<file path="src/rtl/imem_line_buffer_if.sv">
// Line-refill bus between imem_line_buffer and the instruction memory.
// master: buffer (req/addr out), slave: memory (ready/beats out).
interface imem_line_buffer_if;
  logic        bus_req;
  logic [31:0] bus_addr;
  logic        bus_ready;
  logic        bus_rvalid;
  logic [31:0] bus_rdata;

  modport master (
    output bus_req,
    output bus_addr,
    input  bus_ready,
    input  bus_rvalid,
    input  bus_rdata
  );

  modport slave (
    input  bus_req,
    input  bus_addr,
    output bus_ready,
    output bus_rvalid,
    output bus_rdata
  );
endinterface

</file>
<file path="src/rtl/imem_line_buffer.sv">
// Single-line instruction buffer: combinational hits, stalling burst refill.
// Ports: clk, reset (async active-low), mem_addr/flush in, data/stop out,
//        bus (master): bus_req/bus_addr out, bus_ready/bus_rvalid/bus_rdata in.
module imem_line_buffer #(
  parameter int LINE_WORDS = 4
) (
  input  logic                clk,
  input  logic                reset,
  input  logic [31:0]         mem_addr,
  input  logic                flush,
  output logic [31:0]         data,
  output logic                stop,
  imem_line_buffer_if.master  bus
);

  localparam int IDX_W = $clog2(LINE_WORDS);
  localparam int OFF_W = IDX_W + 2;
  localparam int TAG_W = 32 - OFF_W;

  localparam logic [31:0]      NOP  = 32'h0000_0013;
  localparam logic [IDX_W-1:0] LAST = IDX_W'(LINE_WORDS - 1);

  typedef enum logic [1:0] {
    IDLE,
    REQ,
    FILL
  } state_t;

  state_t           state;
  logic [31:0]      line_q [LINE_WORDS];
  logic [TAG_W-1:0] tag_q;
  logic [TAG_W-1:0] pend_q;
  logic             valid_q;
  logic             discard_q;
  logic [IDX_W-1:0] beat_cnt;
  logic             req_q;
  logic [31:0]      addr_q;

  logic [TAG_W-1:0] req_tag;
  logic [IDX_W-1:0] word_idx;
  logic             hit;
  logic             beat;
  logic             unused_addr_bits;

  assign req_tag  = mem_addr[31:OFF_W];
  assign word_idx = mem_addr[OFF_W-1:2];
  assign unused_addr_bits = ^mem_addr[1:0];

  assign hit  = valid_q && (tag_q == req_tag)
             && (state == IDLE);
  assign beat = (state == FILL) && bus.bus_rvalid;

  assign data = hit ? line_q[word_idx] : NOP;
  // Never stall while held in reset so fetch can reset itself.
  assign stop = reset && !hit;

  assign bus.bus_req  = req_q;
  assign bus.bus_addr = addr_q;

  always_ff @(posedge clk or negedge reset) begin
    if (!reset) begin
      state     <= IDLE;
      valid_q   <= 1'b0;
      discard_q <= 1'b0;
      beat_cnt  <= '0;
      req_q     <= 1'b0;
      addr_q    <= '0;
      tag_q     <= '0;
      pend_q    <= '0;
    end else begin
      unique case (state)
        IDLE: begin
          if (flush)
            valid_q <= 1'b0;
          if (!hit) begin
            state  <= REQ;
            req_q  <= 1'b1;
            addr_q <= {req_tag, {OFF_W{1'b0}}};
            pend_q <= req_tag;
          end
        end
        REQ: begin
          if (flush)
            discard_q <= 1'b1;
          if (bus.bus_ready) begin
            req_q    <= 1'b0;
            beat_cnt <= '0;
            state    <= FILL;
          end
        end
        FILL: begin
          if (flush)
            discard_q <= 1'b1;
          if (bus.bus_rvalid) begin
            // Old contents are being overwritten.
            valid_q  <= 1'b0;
            beat_cnt <= beat_cnt + 1'b1;
            if (beat_cnt == LAST) begin
              state     <= IDLE;
              tag_q     <= pend_q;
              // A flush seen at any point of the burst
              // leaves the freshly filled line invalid.
              valid_q   <= !discard_q && !flush;
              discard_q <= 1'b0;
            end
          end
        end
        default: state <= IDLE;
      endcase
    end
  end

  always_ff @(posedge clk) begin
    if (beat)
      line_q[beat_cnt] <= bus.bus_rdata;
  end

endmodule

</file>
<file path="src/flat_wrapper.sv">
// flat-port wrapper written by rule: the top's interface ports become plain ports
module imem_line_buffer_flat 
#(
  parameter int LINE_WORDS = 4
)
  (clk, reset, mem_addr, flush, data, stop, bus_bus_req, bus_bus_addr, bus_bus_ready, bus_bus_rvalid, bus_bus_rdata);
  imem_line_buffer_if bus_i ();
  input  logic clk;
  input  logic reset;
  input  logic [31:0] mem_addr;
  input  logic flush;
  output logic [31:0] data;
  output logic stop;
  output wire logic [$bits(bus_i.bus_req)-1:0] bus_bus_req;
  output wire logic [$bits(bus_i.bus_addr)-1:0] bus_bus_addr;
  input wire logic [$bits(bus_i.bus_ready)-1:0] bus_bus_ready;
  input wire logic [$bits(bus_i.bus_rvalid)-1:0] bus_bus_rvalid;
  input wire logic [$bits(bus_i.bus_rdata)-1:0] bus_bus_rdata;
  assign bus_bus_req = bus_i.bus_req;
  assign bus_bus_addr = bus_i.bus_addr;
  assign bus_i.bus_ready = bus_bus_ready;
  assign bus_i.bus_rvalid = bus_bus_rvalid;
  assign bus_i.bus_rdata = bus_bus_rdata;
  imem_line_buffer #(.LINE_WORDS(LINE_WORDS)) u_core (.clk(clk), .reset(reset), .mem_addr(mem_addr), .flush(flush), .data(data), .stop(stop), .bus(bus_i));
endmodule
</file>
<file path="config.mk">
export PLATFORM = sky130hd
export DESIGN_NAME = imem_line_buffer_flat
export DESIGN_NICKNAME = d
export VERILOG_FILES = /design/src/rtl/imem_line_buffer_if.sv /design/src/rtl/imem_line_buffer.sv /design/src/flat_wrapper.sv
export SDC_FILE = /design/constraint.sdc
export NUM_CORES = 1
export LEC_CHECK = 0
export ABC_AREA = 0
export BUFFER_PORTS_ARGS = -buffer_cell sky130_fd_sc_hd__buf_2
export CORE_UTILIZATION = 60
export CTS_CLUSTER_SIZE = 30
export DETAILED_ROUTE_END_ITERATION = 10
export PLACE_DENSITY_LB_ADDON = 0.25
export SETUP_SLACK_MARGIN = 0.3
export SLEW_MARGIN = 30
export SYNTH_ARGS = -nofsm -noshare
export SYNTH_HDL_FRONTEND = slang
export SYNTH_SLANG_ARGS = --single-unit
</file>
<file path="constraint.sdc">
create_clock -name clk -period 7.7 [get_ports clk]
set_input_delay 1.54 -clock clk [delete_from_list [all_inputs] [get_ports clk]]
set_output_delay 1.54 -clock clk [all_outputs]
set_load 0.05 [all_outputs]
</file>
==> metrics.txt <==
status complete, no violations; syn avg cell area roughly 18 um^2; global-route wire length before repair 21.56 mm; Worst Hold Path EP u_core.tag_q[11]; share of async-settable or async-resettable flops after synthesis between 30 and 40%; CP endpoint kind primary output; Synth cell types 35; DP Area 0.008544 mm^2; P per Cell Area between 300 and 400 mW/mm^2; CP Launch Type input pin; Clock transition at path regs ~0.060 ns; largest net degree at the start of global routing between 60 and 70; leakage between 3 and 4 nW; layout cells sized above 1 between 40% and 50%; CP max FO 35; Post-CTS Resized 0; CTS tree built; Post-synth EDFFs 128; worst r2r path cells 6; Die X ~120 um; TritonCTS buffer count 17; Slew Viols, Final 0; Worst path slowest cell or4_4; register area share after synthesis a little over two thirds; FILL cells between 800 and 900; crit path DAT roughly 3.8 ns; synth top area cells edfxtp_1 (50%), dfrtp_1 (20%), mux4_2 (9.3%); H-Tree Level Count 4; Post-Syn Instances between 400 and 500; most frequent CP cell buf_2; HP Start u_core.tag_q[11]; Via Count 4114; ANT nets after route 0; Cell Chain, Critical Path buf_2, xor2_1, nor4_1, nand2_1, or4_4, and2b_1, buf_2; RR Startpoint u_core.tag_q[20]; Slew headroom a little over two fifths; Area Overhead vs Synth 18.20%; vias per std cell 5.537; Max Root-Sink Buffers 2; die footprint between 0.01 and 0.015 mm^2; initial core utilization roughly three fifths; CTS Hold Buffers Added 0; Yosys top cell area share between 40% and 50%; Worst-Margin Slew 0.8433 ns; Worst Hold Class flop to flop; Die Y ~120 um; RSZ-0062 raised after global routing no; fin crit period between 5 and 6 ns; cell type with the highest aggregate area in the netlist edfxtp_1; cell area after layout 0.009173 mm^2; DRC viols 0; count leader, synth edfxtp_1; Tcrit/Tclk final between 60 and 70%; Netlist Area Pre-Place slightly below 0.008 mm^2; # port buffers approximately 130; DRT iter0 DRCs about 220; delay of the slowest cell on the worst path ~0.76 ns; hold path depth 1; Hold Violations, Final 0; Max Cap Viol 0; drt total wl between 10 and 15 mm; Nets roughly 630; clk_lat worst skew 0.43 ns; Root Driver clkbuf_16; most common library cells after synthesis edfxtp_1 (128), dfrtp_1 (63), mux2_2 (58); Synthesis Warnings 0; vias in the first global route roughly 4200; Pre-antenna DRT Iters 4; required time of the critical path approximately 6 ns; Fmax achieved between 0.15 and 0.2 GHz; total clock sinks roughly 190; Clock Skew slightly below 0.007 ns; Total Routing Usage GR 22.58%; Reg2Reg Setup Slack between 4 and 5 ns; Buf/Inv on CP 2; row cnt 41; initial antenna violation count 0; routability cong. 0.7612; cell family with most CP delay simple AND/OR/NAND/NOR gates; I/O pin count between 100 and 150; CORE AREA about 0.013 mm^2; Fin Setup TNS 0 ns; R2R Path End u_core.pend_q[2]; flops & latches, synth around 190; Primary FF master, synth edfxtp_1; critical path type input pin to primary output; VDD IR max approximately 280 uV; final setup fails 0; dpl hpwl 8.806 mm; gr ovfl total 0; # Post-CTS Setup Buffers 0; Routed wire per std cell 19.02 um
state kept, by name (all words and copies together), names as in the netlist:
| register | count |
|---|---|
| u_core.pend_q | 28 |
| u_core.discard_q | 1 |
| u_core.valid_q | 1 |
| u_core.state | 2 |
| u_core.line_q | 128 |
| u_core.beat_cnt | 2 |
| u_core.tag_q | 28 |
| u_core.bus.bus_req | 1 |
per-layer routing:
layer | share of wire [%] | track usage (%)
met1 | 38 | 26.31
met2 | 54 | 39.00
met3 | 7.1 | 7.950
met4 | 1.2 | 7.949
met5 | 0 | 0
worst reg2reg max path: cells and delay by family (launching register included):
family	cells	cell delay, ns
xor gates and xnor gates	1	0.14
AOI/OAI and AO/OA	1	0.72
buffers and inverters	1	0.42
muxes	1	0.39
DFF	1	0.39
and+or+nand+nor	2	0.60
final cells by class:
type | instances | area, um^2 | share of cell area [%]
flip-flops and latches | 191 | 5420 | 59.09
multi-input cells | 205 | 2201 | 23.99
repair buffers | 132 | 670.6 | 7.311
clock buffers | 18 | 429.2 | 4.679
well taps | 172 | 215.2 | 2.346
clock inverters | 14 | 196.4 | 2.142
inverters | 10 | 37.54 | 0.4092
diodes | 1 | 2.502 | 0.02728
cell families after synthesis:
logic type	count (synthesis)	synth area share (%)
flip-flops	191	69.85
multiplexers	90	17.70
AND/OR/NAND/NOR	62	4.918
buffers and inverters	32	2.128
XOR/XNOR	25	2.822
AO/OA/AOI/OAI	17	1.403
adder cells (fa/ha/maj)	7	1.129
other	1	0.04833
worst max-delay path by stage:
stage	slack [ns]	cells past startpoint	from	end
after floorplan	2.38	7	mem_addr[20]	data[10]
after global placement	2.33	7	mem_addr[22]	data[3]
after detailed placement	2.32	7	mem_addr[26]	data[3]
after CTS	2.33	7	mem_addr[9]	data[3]
after global routing	2.23	7	mem_addr[9]	data[3]
final	2.35	7	mem_addr[26]	data[3]
per-stage QoR:
step	power (mW)	util [%]	hold WS [ns]	setup WS (ns)	cells
2_1_floorplan	1.985	-	0.4807	2.379	428
3_5_place_dp	2.189	67.71	0.4974	2.319	710
4_1_cts	3.114	72.67	0.5116	2.326	742
5_1_grt	3.223	72.67	0.5403	2.232	742
6_report	3.092	72.68	0.5111	2.348	743
3_3_place_gp	2.158	67.71	0.4928	2.332	710
power by group:
| part | total [mW] | internal (mW) | leakage (nW) | switching [mW] |
|---|---|---|---|---|
| registers | 1.37 | 1.27 | 1.95 | 0.0967 |
| clock network | 0.927 | 0.570 | 0.304 | 0.357 |
| logic | 0.799 | 0.282 | 1.42 | 0.517 |
placed cells by master, fill, tap and decap left out, types with 2 or more instances in the layout:
cell / Yosys / final
clkinv_1: 0 / 4
nor4_1: 4 / 4
o21ai_0: 7 / 7
nand2_1: 6 / 6
edfxtp_1: 128 / 128
bufinv_16: 0 / 5
ha_1: 7 / 7
inv_1: 9 / 9
dfrtp_1: 63 / 63
buf_2: 3 / 128
clkinv_2: 0 / 3
conb_1: 1 / 4
or4_4: 2 / 2
nand4_1: 3 / 3
a21oi_1: 5 / 5
xor2_1: 16 / 16
nor2b_1: 22 / 22
xnor2_1: 9 / 9
or2_1: 3 / 3
clkbuf_16: 0 / 17
and2b_1: 9 / 9
and3_2: 0 / 3
mux4_2: 32 / 32
mux2_2: 58 / 58
buf_4: 5 / 4
nor2_1: 4 / 4
nand3_1: 2 / 2
Note: power is estimated with default switching activity, not from simulation.
